## src/rtl/rc4_stream_xor.sv

```systemverilog
// rtl/rc4_stream_xor.sv - XORs RC4 keystream with a plaintext stream behind a keystream FIFO
module rc4_stream_xor #(
  parameter int NUMS_OF_BYTES = 16,
  parameter int KS_DEPTH      = 4
) (
  input  logic       clk,
  input  logic       rst_n,
  input  logic       start,
  input  logic [7:0] msg_length,
  input  logic       ks_valid,
  input  logic [7:0] ks_data,
  output logic       ks_ready,
  input  logic       pt_valid,
  input  logic [7:0] pt_data,
  output logic       pt_ready,
  output logic       ct_valid,
  output logic [7:0] ct_data,
  input  logic       ct_ready,
  output logic       busy,
  output logic       done,
  output logic [7:0] byte_count
);

  localparam int AW = $clog2(KS_DEPTH);
  localparam logic [AW:0] FIFO_FULL = (AW+1)'(KS_DEPTH);
  localparam logic [7:0]  MAX_LEN   = 8'(NUMS_OF_BYTES);

  localparam logic [1:0] S_IDLE = 2'd0;
  localparam logic [1:0] S_RUN  = 2'd1;
  localparam logic [1:0] S_DONE = 2'd2;

  logic [1:0]    state;
  logic [7:0]    ks_mem [KS_DEPTH];
  logic [AW-1:0] rd_ptr;
  logic [AW-1:0] wr_ptr;
  logic [AW:0]   fifo_count;
  logic [7:0]    len;
  logic [7:0]    consumed;

  logic       run;
  logic       out_free;
  logic       ks_push;
  logic       pt_fire;
  logic       ct_fire;
  logic [8:0] in_flight;

  // Readies depend only on registered state, so a same-cycle pop never frees a push slot.
  assign run       = (state == S_RUN);
  assign in_flight = {1'b0, consumed} + 9'(fifo_count);
  assign out_free  = !ct_valid || ct_ready;
  assign ks_ready  = run && (fifo_count != FIFO_FULL) && (in_flight < {1'b0, len});
  assign pt_ready  = run && (fifo_count != '0) && (consumed < len) && out_free;
  assign ks_push   = ks_valid && ks_ready;
  assign pt_fire   = pt_valid && pt_ready;
  assign ct_fire   = ct_valid && ct_ready;
  assign busy      = run;

  always_ff @(posedge clk) begin
    if (ks_push) begin
      ks_mem[wr_ptr] <= ks_data;
    end
  end

  always_ff @(posedge clk or negedge rst_n) begin
    if (!rst_n) begin
      state      <= S_IDLE;
      rd_ptr     <= '0;
      wr_ptr     <= '0;
      fifo_count <= '0;
      len        <= '0;
      consumed   <= '0;
      ct_valid   <= 1'b0;
      ct_data    <= '0;
      done       <= 1'b0;
      byte_count <= '0;
    end else begin
      case (state)
        S_IDLE, S_DONE: begin
          if (start) begin
            byte_count <= '0;
            if (msg_length != 8'd0) begin
              state      <= S_RUN;
              len        <= (msg_length > MAX_LEN) ? MAX_LEN : msg_length;
              consumed   <= '0;
              rd_ptr     <= '0;
              wr_ptr     <= '0;
              fifo_count <= '0;
              ct_valid   <= 1'b0;
              done       <= 1'b0;
            end else begin
              state <= S_DONE;
              done  <= 1'b1;
            end
          end
        end
        S_RUN: begin
          if (ks_push) begin
            wr_ptr <= wr_ptr + 1'b1;
          end
          case ({ks_push, pt_fire})
            2'b10:   fifo_count <= fifo_count + 1'b1;
            2'b01:   fifo_count <= fifo_count - 1'b1;
            default: fifo_count <= fifo_count;
          endcase
          if (pt_fire) begin
            rd_ptr   <= rd_ptr + 1'b1;
            consumed <= consumed + 8'd1;
            ct_data  <= pt_data ^ ks_mem[rd_ptr];
            ct_valid <= 1'b1;
          end else if (ct_fire) begin
            ct_valid <= 1'b0;
          end
          if (ct_fire) begin
            byte_count <= byte_count + 8'd1;
            if (byte_count + 8'd1 == len) begin
              state <= S_DONE;
              done  <= 1'b1;
            end
          end
        end
        default: state <= S_IDLE;
      endcase
    end
  end

endmodule

```

## config.mk

```make
export PLATFORM = sky130hd
export DESIGN_NAME = rc4_stream_xor
export DESIGN_NICKNAME = d
export VERILOG_FILES = /design/src/rtl/rc4_stream_xor.sv
export SDC_FILE = /design/constraint.sdc
export NUM_CORES = 1
export LEC_CHECK = 0
export BUFFER_PORTS_ARGS = -buffer_cell sky130_fd_sc_hd__buf_2
export CAP_MARGIN = 20
export CORE_MARGIN = 1
export CORE_UTILIZATION = 58
export DETAILED_ROUTE_END_ITERATION = 7
export PLACE_DENSITY = 0.8
export SETUP_SLACK_MARGIN = 0.5
export SLEW_MARGIN = 5
export SYNTH_ARGS = -nofsm -noshare
export SYNTH_HDL_FRONTEND = slang
export SYNTH_SLANG_ARGS = --single-unit
```

## constraint.sdc

```tcl
create_clock -name clk -period 4.7 [get_ports clk]
set_clock_uncertainty 0.15 [all_clocks]
set_input_delay 0.705 -clock clk [delete_from_list [all_inputs] [get_ports clk]]
set_output_delay 0.705 -clock clk [all_outputs]
set_load 0.005 [all_outputs]
```

# Yosys cells after proc, flatten, opt, wreduce, memory -nomap -nowiden
# Memory sizes are Yosys's and may differ from the RTL's.
# Index checks and enable logic that the tools add are counted.
# W data, S select, Z words.
[totals] regBits=43 mem_bits_rw=32 input_bits=30 word_cells=95 memories=1
[memory_table] memory="ks_mem" depth=4 word_bits=8 rd=1 rd_ports_with_merged_regs=0 write_ports=1 line_no="33" source="logic [7:0] ks_mem [KS_DEPTH];"
[op_classes] n_addsub=7 n_lt_le_gt_ge=3 n_eq_ne=14 mux=35 n_bitwise=1 reduce_logical=24
[ops] cell="$mux W8" n=6
[ops] cell="$pmux W8 S2" n=2
[ops] cell="$reduce_and A4 Y1" n=5
[ops] cell="$add A8 B1 Y8 const B" n=2
[ops] cell="$mux W2" n=8
[ops] cell="$pmux W2 S2" n=3
[ops] cell="$pmux W3 S2" n=2
[ops] cell="$mux W1" n=10
[ops] cell="$add A8 B3 Y9" n=1
[ops] cell="$lt A9 B8 Y1" n=1
[ops] cell="$reduce_and A3 Y1" n=3
[ops] cell="$eq A8 B8 Y1" n=1
[ops] cell="$gt A8 B5 Y1 const B" n=1
[ops] cell="$logic_and A1 B1 Y1" n=8
[ops] cell="$lt A8 B8 Y1" n=1
[ops] cell="$ne A2 B1 Y1 const B" n=4
[ops] cell="$reduce_bool A8 Y1" n=1
[ops] cell="$xor A8 B8 Y8" n=1
[ops] cell="$mux W3" n=2
[ops] cell="$ne A3 B1 Y1 const B" n=2
[ops] cell="$add A2 B1 Y2 const B" n=2
[ops] cell="$eq A2 B1 Y1 const B" n=2
[ops] cell="$eq A2 B2 Y1 const B" n=2
[ops] cell="$ne A2 B2 Y1 const B" n=2
[ops] cell="11 further kinds" n=12

# Depth between registers and ports, before layout
[logic_depth] ltp_word=8 depth_mapped=17

# Worst setup path before layout
# OpenSTA, ideal clock, no wires.
[synth_path] path_type="register -> register" startpoint="register fifo_count[0]" endpoint="register fifo_count[2]" setup_ns=0.126 arrival_time_ns=3.271 required_time_ns=4.424 path_slack_ns=1.153 path_stages_with_launch=17 n_path_buf=0 period_less_slack_ns=3.547 path_cell_list="dfrtp_1 > ha_1 > inv_1 > fa_1 > inv_1 > a21o_1 > nand2_1 > xnor2_1 > ha_1 > and4_1 > a221oi_4 > a31o_2 > inv_2 > fa_1 > nand3b_1 > mux2_4 > nand3_1"
[synth_via] elab_chain_len=8
[synth_rtl] item="start, declared" line_no="36" source="logic [AW:0] fifo_count;"
[synth_rtl] item="start signal, assigned" line_no="101" source="2'b10: fifo_count <= fifo_count + 1'b1;"
[synth_rtl] item="start signal, assigned" line_no="102" source="2'b01: fifo_count <= fifo_count - 1'b1;"
[synth_rtl] item="start signal, assigned" line_no="103" source="default: fifo_count <= fifo_count;"
[synth_rtl] item="parallel branches: the longest is 8 deep, another holds $add A8 B3 Y9"
# Parallel ways; which one is timed is not known.
# A chain may end at the register's enable or synchronous reset.

# Worst setup path in the final report
[layout_path] startpoint="register fifo_count[0]" endpoint="output port ks_ready"
[layout_via] elab_chain_len=3
[layout_rtl] item="$add A8 B3 Y9 or $ne A3 B3 Y1 (tied branches)" line_no="49, 51"
[layout_rtl] item="$lt A9 B8 Y1 or $logic_and A1 B1 Y1 (tied branches)" line_no="51" source="assign ks_ready = run && (fifo_count != FIFO_FULL) && (in_flight < {1'b0, len});"
[layout_rtl] item="$logic_and A1 B1 Y1 (*)" line_no="51"
[layout_rtl] item="end, declared" line_no="12" source="output logic ks_ready,"
# Mark *: on every way between the ends. The rest lies on a longest branch, timed or not.

==> impl_metrics.tcl <==
set metrics [dict create \
    postRouteAntennaNets 0 \
    pwr-share-seq_pct 36.4 \
    grt_antenna_before_repair 0 \
    grt_pass1_wl_um 14000 \
    yosys-top-cells-count "dfrtp_1 (43), nand2_1 (34), o21ai_0 (34)" \
    clock_path_buffers 2 \
    synth_edf_count 32 \
    synth_cell_types 59 \
    dp_hpwl_um 5970 \
    gp_congestion 0.840 \
    rsz0062_at_grt "no" \
    grt_pass1_vias 2847 \
    nets 458 \
    post-route-period-util_pct 85.5 \
    n_antenna_cell 0 \
    synth_area_mm2 0.00404 \
    swShare_pct 40.9 \
    peakVddDrop_uv 397 \
    path_clk_slew_ns 0.09 \
    groute.usage.overall_pct 25.2 \
    design.die.area_mm2 0.00731 \
    hp-class "in -> async" \
    synth_nets 405 \
    port_buffers 50 \
    p_total_mw 3.04 \
    routed_wl_um 8470 \
    cts_tree "built" \
    hold_violations 0 \
    synth-seq-area-share_pct 50.4 \
    cts_setup_buffers 0 \
    holdWs_ns 0.178 \
    synth_area_leader_cell "dfrtp_1" \
    post_drt_wl_per_cell_um 17.3 \
    ctsResizeCount 0 \
    synth_most_common_cell "dfrtp_1" \
    cp_top_family "adder cells" \
    cp_data_required_time_ns 3.85 \
    cts_sinks 75 \
    cts.htree.levels 3 \
    die_x_um 85.5 \
    cp_max_fo 6 \
    yosys_warnings 0 \
    fin_crit_ns 4.02 \
    initialDrtViolationCount 211 \
    yosys_most_used_dff "dfrtp_1" \
    fin_tns_setup_ns 0 \
    worst_setup_path_start_kind "flip-flop" \
    synth_top_area_share_pct 26.6 \
    gr-total-overflow 0 \
    syn_area_per_cell_um2 11.5 \
    cpPeakStageDelay_ns 0.44 \
    clk_latency_ns 0.36 \
    p_switching_mw 1.24 \
    grt_max_degree 44 \
    area_delta_synth_final_pct 14.0 \
    crit_buf_inv 3 \
    end_kind "output pin" \
    pin_count 51 \
    synth-seq-cells 75 \
    synth-async-reset-ratio_pct 57.3 \
    vias 2888 \
    final_cell_area_mm2 0.00461 \
    max_freq_mhz 249 \
    comb_power_share_pct 46.1 \
    cp.arrival_ns 3.16 \
    post-route-drc-count 0 \
    place_area_mm2 0.00435 \
    drive_gt1_share_pct 22.8 \
    setup_viol 0 \
    outcome "completed" \
    slew_headroom_pct 55.4 \
    tightest_slew_ns 0.662 \
    hold_buffers 0 \
    first_pass_iters 4 \
    critical_path.cell_chain "ha_1, inv_1, fa_1, inv_1, a21o_1, nand2_1, xnor2_1, ha_1, and4_1, a221oi_4, and2_1, buf_2" \
    design.core.area_mm2 0.00676 \
    cts_buffers 9 \
    critPathSlowestCell "dfrtp_2" \
    max_cap_viol_count 0 \
    die_h_um 85.5 \
    vias_per_cell 5.92 \
    p_leak_nw 1.95 \
    synth_area_leaders "dfrtp_1 (27%), edfxtp_1 (24%), ha_1 (7.1%)" \
    intPower_mw 1.80 \
    slew_violations 0 \
    synthCells 350 \
    powerDensity_mw_per_mm2 661 \
    cts_root_buf "clkbuf_8" \
    final_util_pct 68.2 \
    power.share.clock_pct 17.6 \
    initial_core_util_pct 59.8 \
    rows 30 \
    critical_path_class "reg -> out" \
]
sequential cells by signal, indices dropped and copies added, names as in the netlist:
register / cells
byte_count: 8
fifo_count: 3
consumed: 8
ct_valid: 1
rd_ptr: 2
ks_mem: 32
len: 8
state: 2
wr_ptr: 2
ct_data: 8
done: 1
per-stage QoR:
stage          instances  worst slack [ns]
3_5_place_dp         471             0.770
6_report             488             0.683
3_3_place_gp         471             0.972
5_1_grt              488             0.503
2_1_floorplan        350              1.15
4_1_cts              487             0.604
power groups by stage:
stage | registers [mW] | logic (mW) | clock network [mW]
after floorplan | 1.03 | 1.07 | 0
after global placement | 1.10 | 1.31 | 0
after detailed placement | 1.12 | 1.37 | 0
after CTS | 1.11 | 1.39 | 0.542
after global routing | 1.14 | 1.55 | 0.566
final | 1.11 | 1.40 | 0.535
path summary, 6_finish.rpt:
kind,slack (ns),from,cells after the start,end
max in group asynchronous,3.71,rst_n,2,fifo_count[0]
worst max register to register,0.75,fifo_count[0],16,fifo_count[2]
worst min register to register,0.33,ct_data[7],2,ct_data[7]
worst min-delay path,0.18,rst_n,1,len[6]
worst max-delay path,0.68,fifo_count[0],12,ks_ready
min in group clk,0.33,ct_data[7],2,ct_data[7]
layer usage:
layer	wire length (µm)	up-vias	global-route usage, %
met1	3680	1419	33.5
met5	0	-	0
met3	415	13	5.25
li1	-	1377	-
met4	141	0	8.03
met2	4230	79	41.7
area by class of cell:
type                       instances  area (µm²)
clock buffer                       9         124
clock inverter                     7        92.6
fill                             488        2150
inverter                          20        75.1
multi-input combinational        244        1880
sequential                        75        2040
tap                               80         100
timing repair buffer              53         293
cells by family (layout without fill, tap and decap cells):
group,after synthesis,after routing,synth area share [%]
flops,75,75,50.4
compound gates,74,74,12.4
simple gates,102,102,13.6
fa+ha+maj,25,25,8.11
xor+xnor,31,31,6.72
mux,12,12,5.60
buf+inv,31,89,3.19
placed cells by master (no fill, tap or decap), types with 9 or more instances in the layout:
| cell type | netlist | layout |
|---|---|---|
| edfxtp_1 | 32 | 32 |
| dfrtp_1 | 43 | 41 |
| clkbuf_8 | 0 | 9 |
| nand2_1 | 34 | 34 |
| nor2_1 | 13 | 13 |
| o21ai_0 | 34 | 34 |
| ha_1 | 23 | 23 |
| xor2_1 | 9 | 9 |
| nand3_1 | 18 | 18 |
| inv_1 | 19 | 19 |
| xnor2_1 | 22 | 22 |
| buf_2 | 4 | 50 |
No activity file was read; power rests on OpenSTA's default activity.
